--- src/rtl/uncache_wbuf_bridge.sv ---
// uncache_wbuf_bridge: uncached CPU-to-bus bridge with a posted store FIFO and ID-tagged single-beat loads.
// Define UNC_RAW_BYPASS_EN to let loads pass buffered stores to unrelated words.
module uncache_wbuf_bridge #(
   parameter int              ADDR_W     = 32,
   parameter int              DATA_W     = 32,
   parameter int              ID_W       = 4,
   parameter logic [ID_W-1:0] RD_ID      = ID_W'(1),
   parameter int              WBUF_DEPTH = 4,
   localparam int             STRB_W     = DATA_W / 8
) (
   input  logic              clk,
   input  logic              rst,
   input  logic              cpu_rd_req,
   input  logic [STRB_W-1:0] cpu_wr_req,
   input  logic [ADDR_W-1:0] cpu_addr_i,
   input  logic [DATA_W-1:0] cpu_wr_data,
   output logic              cpu_mem_stall,
   output logic [DATA_W-1:0] cpu_rd_data,
   output logic              wbuf_empty,
   output logic              ram_rd_req,
   output logic [ADDR_W-1:0] ram_rd_addr,
   input  logic              ram_arready,
   input  logic              ram_rvalid,
   input  logic [ID_W-1:0]   ram_rid,
   input  logic [DATA_W-1:0] ram_data_i,
   output logic              ram_wvalid,
   output logic              ram_wlast,
   output logic [ADDR_W-1:0] ram_wr_addr,
   output logic [DATA_W-1:0] ram_data_o,
   output logic [STRB_W-1:0] ram_wstrb,
   input  logic              ram_wready,
   input  logic              ram_bvalid
);
   localparam int PTR_W = $clog2(WBUF_DEPTH);
   localparam int CNT_W = $clog2(WBUF_DEPTH + 1);

   typedef enum logic [1:0] {W_IDLE, W_DATA, W_RESP} w_state_t;
   typedef enum logic [1:0] {R_IDLE, R_ADDR, R_DATA} r_state_t;

   w_state_t          r_wst, w_wst_nxt;
   r_state_t          r_rst, w_rst_nxt;
   logic [ADDR_W-1:0] r_fa [WBUF_DEPTH];
   logic [DATA_W-1:0] r_fd [WBUF_DEPTH];
   logic [STRB_W-1:0] r_fs [WBUF_DEPTH];
   logic [PTR_W-1:0]  r_wptr, r_rptr;
   logic [CNT_W-1:0]  r_count;
   logic              r_wr_held;
   logic              w_store, w_push, w_pop, w_ld, w_rd_done, w_issue_ok;

   // a store accepted while a paired load still stalls must not be enqueued again
   assign w_store   = (|cpu_wr_req) & ~r_wr_held;
   assign w_push    = w_store & (r_count < CNT_W'(WBUF_DEPTH));
   assign w_pop     = (r_wst == W_RESP) & ram_bvalid;
   assign w_ld      = cpu_rd_req & ~w_store;
   assign w_rd_done = (r_rst == R_DATA) & ram_rvalid & (ram_rid == RD_ID);

   assign wbuf_empty    = (r_count == '0) & (r_wst == W_IDLE);
   assign cpu_mem_stall = (w_store & ~w_push) | (cpu_rd_req & ~w_rd_done);
   assign cpu_rd_data   = w_rd_done ? ram_data_i : '0;
   assign ram_rd_req    = r_rst == R_ADDR;
   assign ram_rd_addr   = ram_rd_req ? cpu_addr_i : '0;
   assign ram_wvalid    = r_wst == W_DATA;
   assign ram_wlast     = ram_wvalid;
   assign ram_wr_addr   = ram_wvalid ? r_fa[r_rptr] : '0;
   assign ram_data_o    = ram_wvalid ? r_fd[r_rptr] : '0;
   assign ram_wstrb     = ram_wvalid ? r_fs[r_rptr] : '0;

`ifdef UNC_RAW_BYPASS_EN
   localparam int LSB = $clog2(STRB_W);
   logic w_hit;
   // the in-flight write stays at the FIFO head until bvalid, so it is covered here
   always_comb begin
      w_hit = 1'b0;
      for (int i = 0; i < WBUF_DEPTH; i++)
         if ((CNT_W'(PTR_W'(i) - r_rptr) < r_count) && (r_fa[i][ADDR_W-1:LSB] == cpu_addr_i[ADDR_W-1:LSB]))
            w_hit = 1'b1;
   end
   assign w_issue_ok = ~w_hit;
`else
   assign w_issue_ok = wbuf_empty;
`endif

   always_ff @(posedge clk or negedge rst) begin
      if (!rst) begin
         for (int i = 0; i < WBUF_DEPTH; i++) begin
            r_fa[i] <= '0;
            r_fd[i] <= '0;
            r_fs[i] <= '0;
         end
         r_wptr    <= '0;
         r_rptr    <= '0;
         r_count   <= '0;
         r_wr_held <= 1'b0;
         r_wst     <= W_IDLE;
         r_rst     <= R_IDLE;
      end else begin
         if (w_push) begin
            r_fa[r_wptr] <= cpu_addr_i;
            r_fd[r_wptr] <= cpu_wr_data;
            r_fs[r_wptr] <= cpu_wr_req;
            r_wptr       <= r_wptr + 1'b1;
         end
         if (w_pop) r_rptr <= r_rptr + 1'b1;
         r_count   <= r_count + CNT_W'(w_push) - CNT_W'(w_pop);
         r_wr_held <= cpu_mem_stall & (r_wr_held | w_push);
         r_wst     <= w_wst_nxt;
         r_rst     <= w_rst_nxt;
      end
   end

   always_comb begin
      w_wst_nxt = r_wst;
      unique case (r_wst)
         W_IDLE:  w_wst_nxt = (r_count != '0) ? W_DATA : W_IDLE;
         W_DATA:  w_wst_nxt = ram_wready ? W_RESP : W_DATA;
         W_RESP:  w_wst_nxt = ram_bvalid ? W_IDLE : W_RESP;
         default: w_wst_nxt = W_IDLE;
      endcase
   end

   always_comb begin
      w_rst_nxt = r_rst;
      unique case (r_rst)
         R_IDLE:  w_rst_nxt = (w_ld & w_issue_ok) ? R_ADDR : R_IDLE;
         R_ADDR:  w_rst_nxt = ram_arready ? R_DATA : R_ADDR;
         R_DATA:  w_rst_nxt = w_rd_done ? R_IDLE : R_DATA;
         default: w_rst_nxt = R_IDLE;
      endcase
   end
endmodule
--- config.mk ---
export PLATFORM = sky130hd
export DESIGN_NAME = uncache_wbuf_bridge
export DESIGN_NICKNAME = d
export VERILOG_FILES = /design/src/rtl/uncache_wbuf_bridge.sv
export SDC_FILE = /design/constraint.sdc
export NUM_CORES = 1
export LEC_CHECK = 0
export ABC_AREA = 1
export CORE_MARGIN = 1
export CORE_UTILIZATION = 55
export CTS_BUF_LIST = sky130_fd_sc_hd__clkbuf_4 sky130_fd_sc_hd__clkbuf_8 sky130_fd_sc_hd__clkbuf_16
export CTS_CLUSTER_SIZE = 25
export DETAILED_ROUTE_END_ITERATION = 12
export GPL_TIMING_DRIVEN = 0
export PLACE_DENSITY = 0.86
export SYNTH_ARGS = -nofsm -noshare
export SYNTH_HDL_FRONTEND = slang
export SYNTH_SLANG_ARGS = --single-unit
export TNS_END_PERCENT = 50
--- constraint.sdc ---
create_clock -name clk -period 4.07 [get_ports clk]
set_input_delay 0.814 -clock clk [delete_from_list [all_inputs] [get_ports clk]]
set_output_delay 0.814 -clock clk [all_outputs]
set_load 0.005 [all_outputs]
Yosys cells after proc, flatten, opt, wreduce, memory -nomap -nowiden

Cells that the tools add are included.

Bits of input ports: 111
Register bits: 284
Output and inout bits: 137

$lt $le $gt $ge: 4
Reduce and logical (&&, ||, !) cells: 6
Equality and inequality tests: 5
Add/subtract/negate cells: 4
Bitwise logic cells: 19
Muxes and demuxes: 29

Operators with widths:

| kind                  | count |
|---|---|
| $mux W32              | 9 |
| $bwmux W128           | 2 |
| $bmux W32 S2          | 2 |
| $demux W32 S2         | 1 |
| $bwmux W16            | 1 |
| $mux W4               | 4 |
| $pmux W2 S3           | 2 |
| $and A1 B1 Y1         | 11 |
| $bmux W4 S2           | 1 |
| $demux W4 S2          | 1 |
| $mux W2               | 4 |
| $ge A3 B3 Y1 const B  | 2 |
| $not A2 Y3            | 2 |
| $add A2 B1 Y2 const B | 2 |
| $eq A2 B1 Y1 const B  | 2 |
| $eq A2 B2 Y1 const B  | 2 |
| $eq A4 B1 Y1 const B  | 1 |
| $logic_not A2 Y1      | 2 |
| $not A1 Y1            | 4 |
| $reduce_or A4 Y1      | 1 |
| $add A3 B1 Y3         | 1 |
| $logic_not A3 Y1      | 1 |
| $lt A3 B1 Y1 const B  | 1 |
| $lt A3 B3 Y1 const B  | 1 |
| other kinds (5)       | 7 |

Depth between registers and ports, before layout

Depth after elaboration: 7
Depth in mapped cells: 9
Mapped depth without buffers: 9

Least setup slack after synthesis

No wires, ideal clock.

Kind: input to register
Start: input port cpu_wr_req[1]
End: register r_count[2]
Arrival: 2.281 ns
Buffers on the path: 0
Stages: 9
Library setup time: 0.129 ns
Setup slack: 1.661 ns
Data required time: 3.941 ns
Path through: nor2_1 nand2_4 nand3_4 ha_1 inv_1 ha_1 fa_1 xnor2_1 xor2_1

Word-level cells in the longest chain between the ends: 5

Ends and longest elaborated chain:

| element              | line | RTL |
|---|---|---|
| from (decl)          | 14   | `input logic [STRB_W-1:0] cpu_wr_req,` |
| $reduce_or A4 Y1     | 51   | `assign w_store = (\|cpu_wr_req) & ~r_wr_held;` |
| $and A1 B1 Y1        | 51   |  |
| $and A1 B1 Y1        | 52   | `assign w_push = w_store & (r_count < CNT_W'(WBUF_DEPTH));` |
| $add A3 B1 Y3        | 104  | `r_count <= r_count + CNT_W'(w_push) - CNT_W'(w_pop);` |
| $sub A3 B1 Y3        | 104  |  |
| to (signal assigned) | 104  |  |
| to (decl)            | 46   | `logic [CNT_W-1:0] r_count;` |

Every way passes these cells.
A chain may end at the register's enable or synchronous reset.

Worst setup path in the final report

Start: register r_rptr[0]
End: output port ram_wr_addr[31]

Word-level cells in the longest chain between the ends: 5

Ends and longest elaborated chain:

| element                                      | line | RTL |
|---|---|---|
| from (decl)                                  | 45   | `logic [PTR_W-1:0] r_wptr, r_rptr;` |
| from (signal assigned)                       | 103  | `if (w_pop) r_rptr <= r_rptr + 1'b1;` |
| $not A2 Y3 (not written as such)             | 64   | `assign ram_wr_addr = ram_wvalid ? r_fa[r_rptr] : '0;` |
| $bmux W32 S2                                 | 64   |  |
| $mux W32 (not written as such) (2 in series) | 64   |  |
| $mux W32                                     | 64   |  |
| to (decl)                                    | 28   | `output logic [ADDR_W-1:0] ram_wr_addr,` |

Every way passes these cells. The select of a mux whose other input is x is not followed.

==> metrics <==
outcome=completed; Max Slew Vio Count=0; first-pass GRT wire length=~68000 µm; Post-Synth Adder-Cell Area=less than 1%; initial antenna violation count=0; leading cell type in the layout, fill and taps excluded=nand2_1; Final min period=3880 ps; CP max-delay cell=clkdlybuf4s50_1; Worst VDD drop=slightly below 0.0004 V; dpl cells=2471; Synth Register Bits=~280; routed vias/inst=5.47; Slew @ Worst Pin=between 600 and 700 ps; leakage power=9.11 nW; critical path required time=about 3300 ps; PortBufs=~250; ratio of cells with drive above 1 in the final layout=under 10%; crit share post-route=between 90% and 100%; routability cong.=slightly above 0.9; vias in the first global route=13700; Synth Area in Compound Gates=7.68%; Pwr Density=a little under 800 nW/µm²; CP startpoint kind=flip-flop; synth warn=0; Clock Path Buffers=3; unrepaired setup endpoints after global routing=no; most frequent cells in the layout=nand2_1 (830), nor2_1 (345), dfrtp_1 (284); sequential share of the synthesized area=roughly half; worst slack, placed=485 ps; clock sink count=between 200 and 300; die extent in y=160 µm; die area=~26000 µm²; Slew headroom=55.4%; Worst setup EP type=primary output; DR iter-0 viols=around 1400; Num CTS Buffers=30; pin count of the biggest net entering global routing=~110; Hold WS=roughly 260 ps; Design Area, Final=17700 µm²; crit-path cells=inv_2, clkbuf_1, clkbuf_1, o21ai_0, a21oi_1, clkdlybuf4s50_1; Syn Inst Count=about 1900; Setup TNS=0 ps; hold-fix buffers at CTS=0; Routed WL per cell=around 17 µm; Post-Synth XOR/XNOR Area=less than 1%; # setup viols final=0; worst skew pair latency=around 550 ps; post-CTS setup buffer count=0; skew final=8.09 ps; post-detail-place hpwl=28200 µm; fin nets=between 2000 and 2500; multiplexer share of the synthesized area=0%; Arr. time, crit path=~3000 ps; Avg Synthesized Cell Area=7.23 µm²; Simple-Gate Fraction of Synth Area=between 30 and 40%; f_max=about 260 MHz; grt ovf=0; WS Path Type=flip-flop to primary output; Finished Layout Cells=about 2500; Crit Path Max Fanout=10; R2R cell count=8; ANT nets after route=0; wirelength, routed=42000 µm; Area growth, synth to finish=29.3%; Max Cap Viol=0; Synthesized Nets=~2000; max incr delay on CP=between 500 and 600 ps; row count=57; Reg2Reg Setup Slack=around 1800 ps; TritonCTS clock tree=built; Detailed Routing Iterations Pass 1=7; Mapped Area=13700 µm²; htree depth=1; Hold Crit Class=input pin to async pin; setup ws final=185 ps; post-route DRC violation count=0; Crit path top cell by count=clkbuf_1; die width=roughly 160 µm; core box area=about 24000 µm²; initial core utilization=between 50% and 60%; Tot GR Track Use=roughly 33%; Final Hold Fails=0; main combinational cell family by area after synthesis=simple AND/OR/NAND/NOR gates; synth unique cells=22; Clock Pin Slew Worst Setup and Hold Paths=approximately 60 ps; Reg-to-Reg Start=r_count[2]; vias post-DR=around 14000; worst r2r dst=r_count[2]; root cell of the clock tree=clkbuf_16; Placed Area=between 15000 and 20000 µm²; PostCTS Resize Cnt=0; # IOs=roughly 250
## power breakdown
part / internal [mW] / switching, mW / leakage (nW)
clock network: 1.82 / 1.12 / 0.534
logic: 2.40 / 3.71 / 4.99
registers: 4.09 / 0.689 / 3.58
total: 8.31 / 5.51 / 9.11
## flip-flops by register name, indices dropped and copies added, names as in the netlist
name	count
r_wr_held	1
r_rst	2
r_fa	128
r_rptr	2
r_wptr	2
r_count	3
r_fs	16
r_fd	128
r_wst	2
## cells in the mapped netlist
cell type / number / area share, %
nand3_1: 4 / 0.15
buf_2: 38 / 1.4
nand2_1: 830 / 23
fa_1: 1 / 0.15
buf_4: 6 / 0.33
nand4_1: 5 / 0.23
inv_2: 2 / 0.055
inv_1: 85 / 2.3
nand2_4: 1 / 0.082
o21ai_0: 139 / 5.1
o31ai_1: 1 / 0.055
clkbuf_1: 56 / 1.5
a21oi_1: 70 / 2.6
xor2_1: 4 / 0.26
nand3_4: 1 / 0.13
nor2_4: 4 / 0.33
buf_6: 7 / 0.57
ha_1: 6 / 0.55
xnor2_1: 1 / 0.064
buf_1: 8 / 0.22
dfrtp_1: 284 / 52
nor2_1: 345 / 9.4
## per-layer routing
metal / GRT usage, % / wire, µm
met2: 55.4 / 20200
met1: 43.4 / 16300
met5: 0 / 0
met3: 5.51 / 4120
met4: 12.9 / 1310
## cell families after synthesis
logic type	count (synthesis)
AO/OA/AOI/OAI	210
XOR/XNOR	5
adder cells (fa/ha/maj)	7
buffers and inverters	202
flip-flops	284
AND/OR/NAND/NOR	1190
## worst max-delay path by stage
stage / from / end / slack [ps] / depth (start not counted)
floorplan: cpu_wr_req[1] / r_count[2] / 1660 / 9
global placement: rst / r_fd[40] / -9880 / 1
detailed placement: ram_rvalid / cpu_rd_data[18] / 490 / 7
CTS: r_rptr[0] / ram_wr_addr[31] / 270 / 6
global route: r_rptr[0] / ram_wr_addr[31] / 100 / 6
finish: r_rptr[0] / ram_wr_addr[31] / 190 / 6
## final cells by class
cell class | instances | area (µm²)
Buffer | 115 | 554
Inverter | 87 | 327
Timing Repair Buffer | 249 | 2530
Antenna cell | 1 | 2.50
Multi-Input combinational cell | 1412 | 5730
Clock buffer | 46 | 932
Clock inverter | 8 | 145
Sequential cell | 284 | 7110
Fill cell | 1854 | 6660
Tap cell | 324 | 405
## through the flow
| stage | power, mW | util (%) |
|---|---|---|
| floorplan | 8.25 | - |
| detailed placement | 10.7 | 68.3 |
| finish | 13.8 | 72.7 |
| global route | 14.7 | 72.7 |
| global placement | 10.5 | 68.0 |
| CTS | 13.7 | 72.7 |
## critical path, delay by kind of cell (launching register included)
family | cells | cell delay [ps]
flops | 1 | 390
buf+inv | 4 | 1590
compound gates | 2 | 540
Power figures use the tool's default switching activity.
